[src/rtl/ifu_pkg.sv]
`timescale 1ns/1ps
// ---------------------------------------------------------------------------
// ifu_pkg
// Shared definitions for the instruction fetch unit:
//   - IFU_START_PC   : default architectural PC loaded on reset
//   - IFU_RST_ACTIVE : level of the synchronous reset that clears state
//   - ifu_state_e    : fetch FSM state encodings (IDLE/REQ/WAIT/DROP)
// ---------------------------------------------------------------------------
package ifu_pkg;

  localparam logic [63:0] IFU_START_PC   = 64'h0000_0000_8000_0000;
  localparam logic        IFU_RST_ACTIVE = 1'b0;

  typedef enum logic [1:0] {
    ST_IDLE = 2'd0,  // no request, waiting for queue credit
    ST_REQ  = 2'd1,  // request presented to instruction memory
    ST_WAIT = 2'd2,  // request accepted, response pending
    ST_DROP = 2'd3   // response pending but stale after a flush
  } ifu_state_e;

endpackage

[src/rtl/ifu_fetch_unit_queue.sv]
`timescale 1ns/1ps
// ---------------------------------------------------------------------------
// ifu_fetch_queue
// Synchronous FIFO holding {pc, instruction} pairs between the instruction
// memory response and the decode stage. Storage is registered, so the head
// output has no combinational path from the push side.
// Ports:
//   clk, rst         : clock, synchronous active-low reset
//   i_push/i_push_data : write one entry
//   i_pop            : consume the head entry (ignored when empty)
//   i_flush          : discard every entry; overrides push and pop
//   o_head           : head entry
//   o_count          : number of valid entries (log2(DEPTH)+1 bits)
//   o_full/o_empty   : occupancy flags
// ---------------------------------------------------------------------------
module ifu_fetch_queue
  import ifu_pkg::*;
#(
  parameter int WIDTH = 96,
  parameter int DEPTH = 4
) (
  input  logic                     clk,
  input  logic                     rst,
  input  logic                     i_push,
  input  logic [WIDTH-1:0]         i_push_data,
  input  logic                     i_pop,
  input  logic                     i_flush,
  output logic [WIDTH-1:0]         o_head,
  output logic [$clog2(DEPTH):0]   o_count,
  output logic                     o_full,
  output logic                     o_empty
);

  localparam int               PW       = $clog2(DEPTH);
  localparam logic [PW-1:0]    PTR_INC  = PW'(1);
  localparam logic [PW:0]      CNT_INC  = (PW + 1)'(1);
  localparam logic [PW:0]      CNT_FULL = (PW + 1)'(DEPTH);

  logic [WIDTH-1:0] r_mem [DEPTH];
  logic [PW-1:0]    r_wr_ptr;
  logic [PW-1:0]    r_rd_ptr;
  logic [PW:0]      r_count;
  logic             w_push_en;
  logic             w_pop_en;

  assign o_empty = (r_count == '0);
  assign o_full  = (r_count == CNT_FULL);
  assign o_count = r_count;
  assign o_head  = r_mem[r_rd_ptr];

  // A pop from an empty queue is a no-op; a push into a full queue is only
  // accepted when the head leaves in the same cycle.
  assign w_pop_en  = i_pop & ~o_empty;
  assign w_push_en = i_push & (~o_full | w_pop_en);

  // Storage, pointer and occupancy update; pointers wrap naturally.
  always_ff @(posedge clk) begin
    if (rst == IFU_RST_ACTIVE) begin
      r_wr_ptr <= '0;
      r_rd_ptr <= '0;
      r_count  <= '0;
      for (int i = 0; i < DEPTH; i++) begin
        r_mem[i] <= '0;
      end
    end else if (i_flush) begin
      r_wr_ptr <= '0;
      r_rd_ptr <= '0;
      r_count  <= '0;
    end else begin
      if (w_push_en) begin
        r_mem[r_wr_ptr] <= i_push_data;
        r_wr_ptr        <= r_wr_ptr + PTR_INC;
      end
      if (w_pop_en) begin
        r_rd_ptr <= r_rd_ptr + PTR_INC;
      end
      case ({w_push_en, w_pop_en})
        2'b10:   r_count <= r_count + CNT_INC;
        2'b01:   r_count <= r_count - CNT_INC;
        default: r_count <= r_count;
      endcase
    end
  end

endmodule

[src/rtl/ifu_fetch_unit.sv]
`timescale 1ns/1ps
// ---------------------------------------------------------------------------
// ifu_fetch_unit
// Owns the architectural fetch PC, issues at most one outstanding request on
// a valid/ready instruction-memory port, buffers responses in a fetch queue
// and hands them to decode with a valid/ready handshake. A trap or branch
// redirect flushes queued and in-flight fetches and restarts at the target.
// Ports:
//   clk, rst                   : clock, synchronous active-low reset
//   trap_valid_i/trap_pc_i     : trap redirect (highest priority)
//   br_valid_i/br_pc_i         : branch/jump redirect
//   imem_req_valid_o/_ready_i  : request handshake
//   imem_addr_o                : request address
//   imem_resp_valid_i/_data_i  : instruction response
//   inst_valid_o/inst_ready_i  : decode handshake
//   inst_o/inst_pc_o           : head instruction and its PC
// ---------------------------------------------------------------------------
module ifu_fetch_unit
  import ifu_pkg::*;
#(
  parameter int              XLEN     = 64,
  parameter int              INST_W   = 32,
  parameter logic [XLEN-1:0] START_PC = XLEN'(IFU_START_PC),
  parameter int              FQ_DEPTH = 4
) (
  input  logic              clk,
  input  logic              rst,
  input  logic              trap_valid_i,
  input  logic [XLEN-1:0]   trap_pc_i,
  input  logic              br_valid_i,
  input  logic [XLEN-1:0]   br_pc_i,
  output logic              imem_req_valid_o,
  input  logic              imem_req_ready_i,
  output logic [XLEN-1:0]   imem_addr_o,
  input  logic              imem_resp_valid_i,
  input  logic [INST_W-1:0] imem_resp_data_i,
  output logic              inst_valid_o,
  input  logic              inst_ready_i,
  output logic [INST_W-1:0] inst_o,
  output logic [XLEN-1:0]   inst_pc_o
);

  localparam int              CW         = $clog2(FQ_DEPTH) + 1;
  localparam int              QW         = XLEN + INST_W;
  localparam logic [XLEN-1:0] PC_INC     = XLEN'(INST_W / 8);
  localparam logic [XLEN-1:0] ALIGN_MASK = ~(XLEN'(2'b11));
  localparam logic [CW-1:0]   CNT_FULL   = CW'(FQ_DEPTH);
  localparam logic [CW-1:0]   CNT_ONE    = CW'(1);

  ifu_state_e       r_state;
  logic [XLEN-1:0]  r_pc;
  logic [XLEN-1:0]  r_req_pc;
  logic [XLEN-1:0]  r_addr;
  logic             r_req_valid;

  logic             w_redirect;
  logic [XLEN-1:0]  w_target_raw;
  logic [XLEN-1:0]  w_target;
  logic             w_hs;
  logic             w_push;
  logic             w_pop;
  logic [QW-1:0]    w_push_data;
  logic [QW-1:0]    w_head;
  logic [CW-1:0]    w_fq_count;
  logic [CW-1:0]    w_count_next;
  logic             w_fq_full;
  logic             w_fq_empty;
  logic             w_credit_idle;
  logic             w_credit_wait;

  // Redirect target selection: trap wins over branch.
  always_comb begin
    w_target_raw = br_pc_i;
    if (trap_valid_i) begin
      w_target_raw = trap_pc_i;
    end else begin
      w_target_raw = br_pc_i;
    end
  end

  assign w_redirect = trap_valid_i | br_valid_i;
  assign w_target   = w_target_raw & ALIGN_MASK;

  assign w_hs        = r_req_valid & imem_req_ready_i;
  assign w_pop       = inst_valid_o & inst_ready_i;
  // A response arriving together with a redirect belongs to the old stream.
  assign w_push      = (r_state == ST_WAIT) & imem_resp_valid_i & ~w_redirect;
  assign w_push_data = {r_req_pc, imem_resp_data_i};

  // Occupancy after this cycle's push/pop, used for the credit check that
  // decides whether a new request may follow a response.
  always_comb begin
    w_count_next = w_fq_count;
    if (w_push && !w_pop) begin
      w_count_next = w_fq_count + CNT_ONE;
    end else if (!w_push && w_pop) begin
      w_count_next = w_fq_count - CNT_ONE;
    end else begin
      w_count_next = w_fq_count;
    end
  end

  assign w_credit_idle = (w_fq_count < CNT_FULL);
  assign w_credit_wait = (w_count_next < CNT_FULL);

  ifu_fetch_queue #(
    .WIDTH (QW),
    .DEPTH (FQ_DEPTH)
  ) u_fq (
    .clk         (clk),
    .rst         (rst),
    .i_push      (w_push),
    .i_push_data (w_push_data),
    .i_pop       (w_pop),
    .i_flush     (w_redirect),
    .o_head      (w_head),
    .o_count     (w_fq_count),
    .o_full      (w_fq_full),
    .o_empty     (w_fq_empty)
  );

  assign inst_valid_o     = ~w_fq_empty;
  assign inst_o           = w_head[INST_W-1:0];
  assign inst_pc_o        = w_head[QW-1:INST_W];
  assign imem_req_valid_o = r_req_valid;
  assign imem_addr_o      = r_addr;

  // Fetch FSM with registered request outputs. r_addr always mirrors r_pc
  // while in REQ so the address is stable while the memory stalls.
  always_ff @(posedge clk) begin
    if (rst == IFU_RST_ACTIVE) begin
      r_state     <= ST_IDLE;
      r_pc        <= START_PC;
      r_req_pc    <= '0;
      r_addr      <= '0;
      r_req_valid <= 1'b0;
    end else begin
      case (r_state)
        ST_IDLE: begin
          if (w_redirect) begin
            r_pc        <= w_target;
            r_addr      <= w_target;
            r_req_valid <= 1'b1;
            r_state     <= ST_REQ;
          end else if (w_credit_idle) begin
            r_addr      <= r_pc;
            r_req_valid <= 1'b1;
            r_state     <= ST_REQ;
          end else begin
            r_state <= ST_IDLE;
          end
        end

        ST_REQ: begin
          if (w_hs) begin
            r_req_pc    <= r_pc;
            r_req_valid <= 1'b0;
            if (w_redirect) begin
              // The accepted request is stale; its response must be eaten.
              r_pc    <= w_target;
              r_state <= ST_DROP;
            end else begin
              r_pc    <= r_pc + PC_INC;
              r_state <= ST_WAIT;
            end
          end else if (w_redirect) begin
            r_pc    <= w_target;
            r_addr  <= w_target;
            r_state <= ST_REQ;
          end else begin
            r_state <= ST_REQ;
          end
        end

        ST_WAIT: begin
          if (w_redirect) begin
            r_pc <= w_target;
            if (imem_resp_valid_i) begin
              // The outstanding response is already here; discard it now.
              r_addr      <= w_target;
              r_req_valid <= 1'b1;
              r_state     <= ST_REQ;
            end else begin
              r_state <= ST_DROP;
            end
          end else if (imem_resp_valid_i) begin
            if (w_credit_wait) begin
              r_addr      <= r_pc;
              r_req_valid <= 1'b1;
              r_state     <= ST_REQ;
            end else begin
              r_state <= ST_IDLE;
            end
          end else begin
            r_state <= ST_WAIT;
          end
        end

        ST_DROP: begin
          if (imem_resp_valid_i) begin
            // Queue was flushed on entry, so credit is always available.
            r_req_valid <= 1'b1;
            r_state     <= ST_REQ;
            if (w_redirect) begin
              r_pc   <= w_target;
              r_addr <= w_target;
            end else begin
              r_addr <= r_pc;
            end
          end else if (w_redirect) begin
            r_pc    <= w_target;
            r_state <= ST_DROP;
          end else begin
            r_state <= ST_DROP;
          end
        end

        default: begin
          r_state     <= ST_IDLE;
          r_req_valid <= 1'b0;
        end
      endcase
    end
  end

endmodule

[config.mk]
export PLATFORM = sky130hd
export DESIGN_NAME = ifu_fetch_unit
export DESIGN_NICKNAME = d
export VERILOG_FILES = /design/src/rtl/ifu_pkg.sv /design/src/rtl/ifu_fetch_unit_queue.sv /design/src/rtl/ifu_fetch_unit.sv
export SDC_FILE = /design/constraint.sdc
export NUM_CORES = 1
export LEC_CHECK = 0
export CAP_MARGIN = 20
export CORE_MARGIN = 1
export CORE_UTILIZATION = 25
export CTS_CLUSTER_SIZE = 25
export DETAILED_ROUTE_END_ITERATION = 10
export GPL_ROUTABILITY_DRIVEN = 0
export PLACE_DENSITY = 0.43
export SETUP_SLACK_MARGIN = 0.5
export SLEW_MARGIN = 20
export SYNTH_ARGS = -nofsm -noshare
export SYNTH_HDL_FRONTEND = slang
export SYNTH_HIERARCHICAL = 1
export SYNTH_SLANG_ARGS = --single-unit
export TNS_END_PERCENT = 20
[constraint.sdc]
create_clock -name clk -period 13.3 [get_ports clk]
set_input_delay 1.33 -clock clk [delete_from_list [all_inputs] [get_ports clk]]
set_output_delay 1.33 -clock clk [all_outputs]
set_load 0.05 [all_outputs]
Yosys cells after proc, flatten, opt, wreduce, memory -nomap -nowiden:

Memories as Yosys holds them, arrays and structs flattened. A register that Yosys moved wholly into a read port is not among the register bits.
Index checks and enable logic that the tools add are counted.

* register bits: 202
* latch bits: 0
* memory bits (writable): 384
* ROM bits: 0
* output and inout bits: 162
* memories kept: 1

* $add $sub $neg: 5
* multiply operators: 0
* divide/modulo/power cells: 0
* $lt $le $gt $ge: 2
* equality and inequality tests: 14
* shift operators: 0
* mux-type cells: 45
* bitwise gates (word level): 12
* reductions and logical operators: 13

Memory list
* u_fq.r_mem: depth 4, bits a word 96, read ports 1, clocked after memory_dff 1, wr ports 4, line ifu_fetch_unit_queue.sv:39 `logic [WIDTH-1:0] r_mem [DEPTH];`

Operators with widths (count)
* $mux W64: 13
* $pmux W64 S4: 1
* $pmux W64 S2: 1
* $mux W96: 1
* $reduce_or A96 Y1: 1
* $add A64 B3 Y64 const B: 1
* $mux W1: 17
* $mux W2: 7
* $ne A2 B2 Y1 const B: 5
* $ne A3 B3 Y1 const B: 3
* $pmux W2 S4: 1
* $and A1 B1 Y1: 6
* $eq A2 B2 Y1 const B: 3
* $lt A3 B3 Y1 const B: 2
* $mux W3: 2
* $pmux W3 S2: 1
* $reduce_and A6 Y1: 1
* $add A2 B1 Y2 const B: 2
* $eq A2 B1 Y1 const B: 2
* $not A1 Y1: 4
* $pmux W1 S4: 1
* $reduce_and A4 Y1: 1
* $add A3 B1 Y3 const B: 1
* $eq A3 B3 Y1 const B: 1
* other kinds (10): 13

Depth between registers and ports, before layout:

Gate-level depths: netlist of the first run.

* depth after elaboration: 12
* depth in mapped cells: 12
* mapped depth without buffers: 8

Modules after synthesis:

Netlist of the first run, hierarchy kept.

By module, submodules not included
* ifu_fetch_queue: times used 1, cells an instance 995, area an instance 17080.1 um2
* ifu_fetch_unit: times used 1, cells an instance 1267, area an instance 9809.4 um2

Worst setup path after synthesis of the first run:

Ideal clock, no wire load.

* path type: input to register
* start point: input port trap_valid_i
* end point: memory u_fq.r_mem[0][0] (enable)
* data arrival time: 9.861 ns
* required time: 12.608 ns
* slack: 2.747 ns
* stages: 7
* cells stage by stage: clkbuf_1 > nor3_1 > and3_1 > buf_2 > inv_1 > or3_1 > o31ai_1

RTL lines
* from (decl): line ifu_fetch_unit.sv:28 `input logic trap_valid_i,`
* to (decl): line ifu_fetch_unit_queue.sv:39

==> summary.txt, run 1 <==
Run
  – Maxcap violations: 0

Drt
  – Wire per inst: 21.3 um
  – DRC viols: 0
  – ANT nets after route: 0
  – Vias per inst: roughly 4.6
  – Drt pass-1 iters: 6
  – Vias: about 18k
  – DRT iter0 DRCs: 1293
  – Final WL: 84.4 mm

Floorplanning
  – Area of the core: approximately 110000 um2
  – Starting Density: between 20% and 30%
  – Die Wd: between 300 and 400 um
  – Height of the die: 330 um
  – Die footprint: around 110000 um2
  – Num rows: around 120
  – IO Pins: 329

Critical path
  – Crit Path Class: flip-flop to output port
  – Endpoint class of the critical path: output port
  – CP Max Fanout: 45
  – Data arrival time of the worst path: 4.09 ns
  – Worst EP required: between 10 and 15 ns
  – Highest-delay cell along the critical path: clkdlybuf4s50_1
  – Worst Setup Start Kind: flip-flop
  – Max incr delay on CP: 0.83 ns
  – CP Cell Sequence: buf_6 > buf_4 > mux4_2 > clkdlybuf4s50_1

Timing
  – Unrepaired setup endpoints after global routing: false
  – Tcrit/Tclk final: 40.8%
  – Worst-Margin Slew: between 1 and 1.5 ns
  – Min cycle time layout: around 5.4 ns
  – Final Slew Violations: 0
  – Setup TNS: 0 ns
  – Hold WS: ~0.46 ns
  – Setup WS post-layout: 7.88 ns
  – Final hold violations: 0
  – Fmax: between 0.15 and 0.2 GHz
  – Final setup violation count: 0
  – Worst slew margin: between 20% and 30%
  – Clk_skew: 0.0348 ns

CTS
  – CTS Sinks: 588
  – Htree depth: 3
  – Num CTS Buffers: 72
  – Clock slew at reported path FFs: 0.06 ns
  – CTS Hold Bufs: 0
  – Clk_lat worst skew: 0.64 ns
  – Setup Buffers After CTS: 0
  – Clk root buf: clkbuf_16
  – CTS max path bufs: 3
  – Cts repair resizes: 0
  – CTS tree: built

Synthesis
  – Syn Std Cell Area: approximately 27000 um2
  – Post-Syn Instances: roughly 2.3k
  – Yosys Warn Count: 6
  – Mapped Avg Cell Area: ~12 um2
  – Syn nets: about 2.4k

Placement
  – Pre-CTS setup slack: between 7 and 8 ns
  – Detailed placer's ending HPWL: between 50 and 60 mm
  – Placed Cells: about 3.8k
  – # port buffers: roughly 320

Global route
  – Via count of the first global-routing pass: between 15k and 20k
  – GRT overflow: 0
  – Initial antenna violation count: 6
  – Overall Global Routing Usage: ~15%
  – First-pass GRT wire length: between 100 and 150 mm
  – Pin count of the biggest net entering global routing: about 110

Layout
  – Layout cells sized above 1: between 10% and 20%
  – Post-Layout Cell Count: 3964
  – Fin util: a little under a third
  – Area grow syn2layout: 25.4%
  – Total Nets Final: between 2k and 3k

Power and ir drop
  – IR drop worst, VDD: approximately 0.072 mV
  – Leakage: ~0.012 uW
  – Pwr dens: 133 nW/um2

Worst hold path
  – Min-Delay Path Class: flip-flop to flip-flop

Status
  – Status: complete, no violations
## cell usage in the layout (no fill, tap or decap), types with 13 or more instances in the layout
master           count
mux4_2              96
a21oi_1            152
buf_4               29
and3_1              19
dfxtp_1            202
nand3_1             24
and2_1             388
xor2_1              27
inv_1               13
nor2_1              85
nand2_1            287
nand4_1             87
clkinv_2            16
mux2i_1             51
nor3_1              18
mux2_2              28
edfxtp_1           384
clkdlybuf4s50_1    322
clkbuf_1            15
xnor2_1             31
a211oi_1            18
clkbuf_16           73
o21ai_0             75
## per-layer routing
metal	routed length (um)	GRT usage, %	part of all wire, %
met2	38500	24.2	46
met1	39900	21.7	47
met5	28	0	0.033
met4	1740	4.45	2.1
met3	4220	2.74	5.0
## per-stage QoR
step	power, uW	area [um2]
after floorplan	2360	26900
after global placement	2540	31300
after detailed placement	2550	31300
after CTS	4550	33700
after global routing	4650	33700
final	4480	33700
## final cells by class
class,count,area (um2)
antenna,2,5.00
clock buffer,90,1910
clock inverter,42,443
fill,10700,72300
inverter,15,56.3
multi-input combinational,1481,10400
sequential,588,15600
tap,1391,1740
timing repair buffer,355,3490
## sequential cells by signal (all words and copies together) (netlist names), named ones only
name              count
u_fq/r_mem          384
r_pc                 64
imem_addr_o          64
imem_req_valid_o      1
u_fq/r_rd_ptr         2
u_fq/r_wr_ptr         2
u_fq/o_count          3
r_req_pc             64
r_state               2
## where the power goes
part | internal (uW) | switching (uW)
Combinational | 159 | 271
Clock | 1160 | 812
Sequential | 2020 | 54.4
Total | 3340 | 1140
## worst max-delay path, delay by kind of cell (launching register included)
kind / cells / cell delay, ns
buffers and inverters: 3 / 2.16
flip-flops: 1 / 0.68
multiplexers: 1 / 0.58
## worst paths after layout
check / slack, ns / cells past startpoint / to / startpoint
worst max-delay path: 7.88 / 4 / inst_pc_o[61] / flip-flop
worst min-delay path: 0.46 / 2 / imem_addr_o[34] / imem_addr_o[34]
worst max register to register: 9.00 / 7 / u_fq/r_mem[2][1] / u_fq/o_count[2]
worst min register to register: 0.46 / 2 / imem_addr_o[34] / imem_addr_o[34]
Power figures use the tool's default switching activity.
==> inputs of run 2 (changes only) <==
PLACE_DENSITY = 0.45   (was 0.43)
clock period = 4.5 ns   (was 13.3 ns; I/O delays follow)
==> run 2 against run 1 <==
  * Clock power grew to 2.9 times the previous value
  * Via count is 0.21% higher
  * Wire length is 2.4% lower
  * Flip-flop and latch count stayed put
  * Clock-buffer cell count is 4 higher
  * Hold slack worse by 0.075 ns
==> summary.txt, run 2 (same netlist as run 1, synthesis figures left out) <==
Placement
  – # port buffers: 324 (unchanged)
  – Placed cell area: 31600 um2 (was 31300 um2)
  – Pre-CTS setup slack: 0.851 ns (was 7.04 ns)
  – Detailed placer's ending HPWL: 52.3 mm (was 52.5 mm)

Status
  – Status: complete, no violations (unchanged)

Critical path
  – RR Startpoint: u_fq/o_count[0] (was u_fq/o_count[2])
  – Worst EP required: 4.05 ns (was 11.97 ns)
  – R2R Setup Slk: 1.37 ns (was 9.00 ns)
  – CP top delay family: buffers and inverters (unchanged)
  – CP Cell Sequence: buf_12 > mux4_2 > clkdlybuf4s50_1 (was buf_6 > buf_4 > mux4_2 > clkdlybuf4s50_1)
  – Endpoint class of the critical path: output port (unchanged)
  – CP Max Fanout: 45 (unchanged)
  – Worst Setup Start Kind: flip-flop (unchanged)
  – Highest-delay cell along the critical path: clkdlybuf4s50_1 (unchanged)
  – Crit Path Class: flip-flop to output port (unchanged)
  – Data arrival time of the worst path: 3.17 ns (was 4.09 ns)
  – Max incr delay on CP: 0.84 ns (was 0.83 ns)
  – Worst path bufs/invs: 2 (was 3)
  – FF-to-FF path depth: 10 (was 7)
  – Reg-to-Reg End: imem_addr_o[40] (was u_fq/r_mem[2][1])

Timing
  – Worst-Margin Slew: 1.03 ns (was 1.11 ns)
  – Clk_skew: 0.0228 ns (was 0.0348 ns)
  – Fmax: between 0.2 and 0.3 GHz
  – Tcrit/Tclk final: 80.4%
  – Setup WS post-layout: 0.881 ns (was 7.88 ns)
  – Worst slew margin: 30.7% (was 25.5%)
  – Final Slew Violations: 0 (unchanged)
  – Final setup violation count: 0 (unchanged)
  – Min cycle time layout: 3.62 ns
  – Final hold violations: 0 (unchanged)
  – Unrepaired setup endpoints after global routing: false (unchanged)

Layout
  – Most frequent cells in the layout: and2_1 (388), edfxtp_1 (384), clkdlybuf4s50_1 (322), nand2_1 (287), dfxtp_1 (202) (unchanged)
  – Max reg flops: 384 (unchanged)
  – Layout cells sized above 1: 12.1% (was 12.0%)
  – Register bank with the most flops: u_fq/r_mem (unchanged)
  – Total Nets Final: 2690 (was 2682)
  – Area grow syn2layout: 25.9% (was 25.4%)
  – Fin area: 33900 um2 (was 33700 um2)
  – Multi-input gate area: 10400 um2 (about the same)
  – Most common cell after layout, fill and taps aside: and2_1 (unchanged)
  – Fillers: 10.7k (about the same)
  – Sequential cell area: 15600 um2 (unchanged)

Floorplanning
  – Height of the die: 330 um (unchanged)
  – IO Pins: 329 (unchanged)
  – Area of the core: 106000 um2 (unchanged)
  – Starting Density: 25.4% (unchanged)
  – Num rows: 119 (unchanged)
  – Die Wd: 330 um (unchanged)
  – Die footprint: 109000 um2 (unchanged)

Drt
  – Metal3 WL: 4.39 mm (was 4.22 mm)
  – ANT nets after route: 0 (unchanged)
  – DRT iter0 DRCs: 1269 (was 1293)
  – Wire per inst: 20.7 um (was 21.3 um)
  – Met2 Wirelength: 38.2 mm (was 38.5 mm)
  – Final WL: 82.4 mm (was 84.4 mm)
  – Vias per inst: 4.60 (about the same)
  – Vias: 18.3k (was 18.2k)
  – Drt pass-1 iters: 5 (was 6)
  – DRC viols: 0 (unchanged)
  – Top Layer Used: met5 (unchanged)
  – Wire length on met1: 38.3 mm (was 39.9 mm)

CTS
  – CTS Sinks: 588 (unchanged)
  – CTS max path bufs: 3 (unchanged)
  – Cts repair resizes: 0 (unchanged)
  – CTS Hold Bufs: 0 (unchanged)
  – CTS tree: built (unchanged)
  – Clock slew at reported path FFs: 0.05 ns (was 0.06 ns)
  – Clk root buf: clkbuf_16 (unchanged)
  – Htree depth: 3 (unchanged)
  – Setup Buffers After CTS: 0 (unchanged)
  – Clk_lat worst skew: 0.61 ns (was 0.64 ns)
  – Num CTS Buffers: 70 (was 72)

Global route
  – Initial antenna violation count: 4 (was 6)
  – Via count of the first global-routing pass: 18.7k (about the same)
  – Pin count of the biggest net entering global routing: 98 (was 107)
  – Overall Global Routing Usage: 14.9% (was 15.4%)
  – GRT overflow: 0 (unchanged)
  – First-pass GRT wire length: 122 mm (was 125 mm)

Worst hold path
  – Hold Crit Depth: 3 (was 2)
  – Hold Crit Start: rst (was imem_addr_o[34])
  – Min-Delay Endpoint: imem_req_valid_o (was imem_addr_o[34])
  – Min-Delay Path Class: input port to flip-flop (was flip-flop to flip-flop)

Power and ir drop
  – Pwr dens: 384 nW/um2 (was 133 nW/um2)
  – Leakage: 0.0118 uW (was 0.0117 uW)
  – Total chip power: 13000 uW (was 4480 uW)
  – IR drop worst, VDD: 0.288 mV (was 0.0722 mV)

Run
  – Maxcap violations: 0 (unchanged)
[run 2: changes by cell type in the layout (fill, tap and decap cells not counted), sizes merged]
| cell | change |
|---|---|
| diode | +4 |
| bufinv | -1 |
| inv | +4 |
| buf | +10 |
| clkbuf | +4 |
| clkinvlp | -1 |
| clkinv | -11 |
[run 2: layout make-up]
class / count / share of cell area (%)
Timing Repair Buffer: 365 / 11.0
Inverter: 15 / 0.166
Antenna cell: 6 / 0.0443
Multi-Input combinational cell: 1481 / 30.9
Clock buffer: 94 / 5.62
Clock inverter: 33 / 0.998
Tap cell: 1391 / 5.14
Sequential cell: 588 / 46.1
[run 2: worst max path at each step]
stage               cells past startpoint           endpoint    startpoint  slack [ns]
CTS                                     3      inst_pc_o[24]     flip-flop        0.73
detailed placement                      7   u_fq/r_mem[0][2]    br_valid_i        0.85
finish                                  3      inst_pc_o[24]     flip-flop        0.88
global placement                        7  u_fq/r_mem[0][70]    br_valid_i        0.89
floorplan                               8   u_fq/r_mem[2][0]  trap_valid_i       -0.22
global route                            3      inst_pc_o[24]     flip-flop        0.65
[run 2: worst min-delay path, delay by kind of cell]
| kind | cells | cell delay, ns |
|---|---|---|
| simple gates | 1 | 0.15 |
| buf+inv | 1 | 0.24 |
| compound gates | 1 | 0.05 |
[run 2: per-layer routing]
layer	up-vias	track usage [%]
met5	-	0
met4	2	3.88
met3	109	2.95
met2	452	23.9
met1	9046	20.6
li1	8664	-
[run 2: through the flow]
step	instances	TNS (ns)	utilization, %	hold slack [ns]
after floorplan	2261	-46.41	-	0.440
after global routing	3967	0	31.9	0.391
after CTS	3967	0	31.9	0.337
after global placement	3840	0	29.8	0.453
final	3973	0	31.9	0.387
after detailed placement	3840	0	29.8	0.452
[run 2: power by group]
part | internal [uW] | switching [uW] | total, uW | leakage [uW]
clock network | 3330 | 2290 | 5620 | 0.00110
logic | 483 | 793 | 1280 | 0.00506
registers | 5960 | 164 | 6120 | 0.00564
total | 9770 | 3250 | 13000 | 0.0118
==> inputs of run 3 (changes only) <==
PLACE_DENSITY = 0.43   (was 0.45)
clock period = 3.6 ns   (was 4.5 ns; I/O delays follow)
==> run 3 against run 2 <==
  * Clock skew up 0.0014 ns
  * Critical path depth unchanged
  * Final area up 0.93%
  * Flip-flop and latch count unchanged
  * First-iteration DRC count down 21%
  * Sequential power up 25%
  * Clock power up 22%
  * Critical path type unchanged
==> summary.txt, run 3 (same netlist as run 1, synthesis figures left out) <==
Layout
  – Layout cells sized above 1: 12.9% (was 12.1%)
  – Register bank with the most flops: u_fq/r_mem (unchanged)
  – Most frequent cells in the layout: and2_1 (388), edfxtp_1 (384), nand2_1 (287), clkdlybuf4s50_1 (287), dfxtp_1 (202) (was and2_1 (388), edfxtp_1 (384), clkdlybuf4s50_1 (322), nand2_1 (287), dfxtp_1 (202))
  – Max reg flops: 384 (unchanged)
  – Most common cell after layout, fill and taps aside: and2_1 (unchanged)
  – Sequential cell area: 15600 um2 (unchanged)
  – Fillers: 10.7k (about the same)
  – Total Nets Final: 2712 (was 2690)
  – Multi-input gate area: 10500 um2 (was 10400 um2)
  – Fin util: 32.2% (was 31.9%)
  – Area grow syn2layout: 27.1% (was 25.9%)

Critical path
  – Worst Setup Start Kind: flip-flop (unchanged)
  – Endpoint class of the critical path: output port (unchanged)
  – Worst setup endpoint: inst_o[11] (was inst_pc_o[24])
  – RR Startpoint: u_fq/o_count[2] (was u_fq/o_count[0])
  – Reg-to-Reg End: u_fq/r_mem[0][59] (was imem_addr_o[40])
  – CP Max Fanout: 21 (was 45)
  – Crit Path Class: flip-flop to output port (unchanged)
  – Data arrival time of the worst path: 2.78 ns (was 3.17 ns)
  – FF-to-FF path depth: 8 (was 10)
  – R2R Setup Slk: 0.70 ns (was 1.37 ns)
  – Worst EP required: 3.24 ns (was 4.05 ns)

CTS
  – Htree depth: 3 (unchanged)
  – CTS Hold Bufs: 0 (unchanged)
  – CTS max path bufs: 3 (unchanged)
  – Clk_lat worst skew: 0.62 ns (was 0.61 ns)
  – Clock slew at reported path FFs: 0.06 ns (was 0.05 ns)
  – CTS Sinks: 588 (unchanged)
  – Clk root buf: clkbuf_16 (unchanged)
  – Num CTS Buffers: 69 (was 70)
  – CTS tree: built (unchanged)

Placement
  – Detailed placer's ending HPWL: 54.5 mm (was 52.3 mm)
  – # port buffers: 324 (unchanged)
  – Pre-CTS setup slack: 0.298 ns (was 0.851 ns)

Timing
  – Clk_skew: 0.0243 ns (was 0.0228 ns)
  – Final Slew Violations: 0 (unchanged)
  – Fmax: 0.318 GHz
  – Unrepaired setup endpoints after global routing: true (was false)
  – Final setup violation count: 0 (unchanged)
  – Min cycle time layout: approximately 3.1 ns
  – Final hold violations: 0 (unchanged)
  – Worst-Margin Slew: 0.897 ns (was 1.03 ns)
  – Tcrit/Tclk final: 87.3%
  – Setup TNS: 0 ns (unchanged)
  – Setup WS post-layout: 0.457 ns (was 0.881 ns)
  – Worst slew margin: 40.1% (was 30.7%)

Global route
  – Met1 usage: 21.0% (was 20.6%)
  – Most Used Layer, Global Route: met2 (unchanged)
  – Pin count of the biggest net entering global routing: 172 (was 98)
  – Global routing usage on met2: 24.3% (was 23.9%)
  – Overall Global Routing Usage: 15.3% (was 14.9%)
  – Met3 Use GR: 3.17% (was 2.95%)
  – Via count of the first global-routing pass: 18.7k (about the same)
  – First-pass GRT wire length: 124 mm (was 122 mm)
  – Initial antenna violation count: 3 (was 4)
  – GRT overflow: 0 (unchanged)

Drt
  – DRT iter0 DRCs: 1000 (was 1269)
  – Wire per inst: 21.1 um (was 20.7 um)
  – DRC viols: 0 (unchanged)
  – ANT nets after route: 0 (unchanged)
  – Drt pass-1 iters: 5 (unchanged)
  – Final WL: 84.2 mm (was 82.4 mm)
  – Vias: 18.3k (about the same)
  – Vias per inst: 4.59 (was 4.60)

Worst hold path
  – Min-Delay Path Class: input port to flip-flop (unchanged)
  – Hold Crit Start: trap_valid_i (was rst)

Status
  – Status: complete, no violations (unchanged)

Floorplanning
  – Starting Density: 25.4% (unchanged)
  – Area of the core: 106000 um2 (unchanged)
  – Height of the die: 330 um (unchanged)
  – Num rows: 119 (unchanged)
  – Die footprint: 109000 um2 (unchanged)
  – Die Wd: 330 um (unchanged)
  – IO Pins: 329 (unchanged)

Power and ir drop
  – Pwr dens: 472 nW/um2 (was 384 nW/um2)
  – IR drop worst, VDD: 0.262 mV (was 0.288 mV)
  – Leakage: 0.0122 uW (was 0.0118 uW)

Run
  – Maxcap violations: 0 (unchanged)
## run 3: worst min-delay path by stage
| stage | slack (ns) | to | cells past startpoint |
|---|---|---|---|
| after floorplan | 0.44 | r_req_pc[0] | 2 |
| after global placement | 0.45 | imem_addr_o[42] | 2 |
| after detailed placement | 0.45 | imem_addr_o[31] | 2 |
| after CTS | 0.14 | imem_req_valid_o | 4 |
| after global routing | 0.19 | imem_req_valid_o | 4 |
| final | 0.18 | imem_req_valid_o | 4 |
## run 3: repair_timing
item,4_1_cts,5_1_grt
pin swaps,0,0
buffers inserted,1,1
gates resized for setup,18,15
endpoints found under the setup margin,94,76
hold endpoints to repair,0,0
cloned,0,0
## run 3: layout make-up
cell class	instances	share of cell area, %
inverter	15	0.187
timing repair buffer	388	12.0
tap	1391	5.09
multi-input combinational	1481	30.6
clock inverter	28	0.754
clock buffer	98	5.67
antenna	2	0.0146
sequential	588	45.7
## run 3: where the power goes
group          switching (uW)  internal, uW  leakage [uW]
registers                 204          7450       0.00564
clock network            2810          4050       0.00108
logic                    1010           615       0.00547
total                    4020         12100        0.0122
## run 3: metal layers
layer	share of wire, %	vias to the layer above	wire (um)
met5	0.053	-	45
met4	1.7	6	1460
met3	5.3	87	4500
met2	46	413	38700
met1	47	9106	39400
li1	-	8696	-
## run 3: critical path, cell delays in order (launching register included)
cell	delay, ns
dfxtp_4	0.57
buf_12	0.27
mux4_2	0.58
clkdlybuf4s50_1	0.72
## run 3: metrics by stage
step                      area, um2  hold slack, ns  total power, uW  cells
after floorplan               27000           0.440             8680   2261
after global placement        31900           0.453             9430   3861
after detailed placement      31900           0.450             9440   3861
after CTS                     34100           0.141            16400   3988
after global routing          34200           0.185            16800   3989
final                         34200           0.176            16100   3991
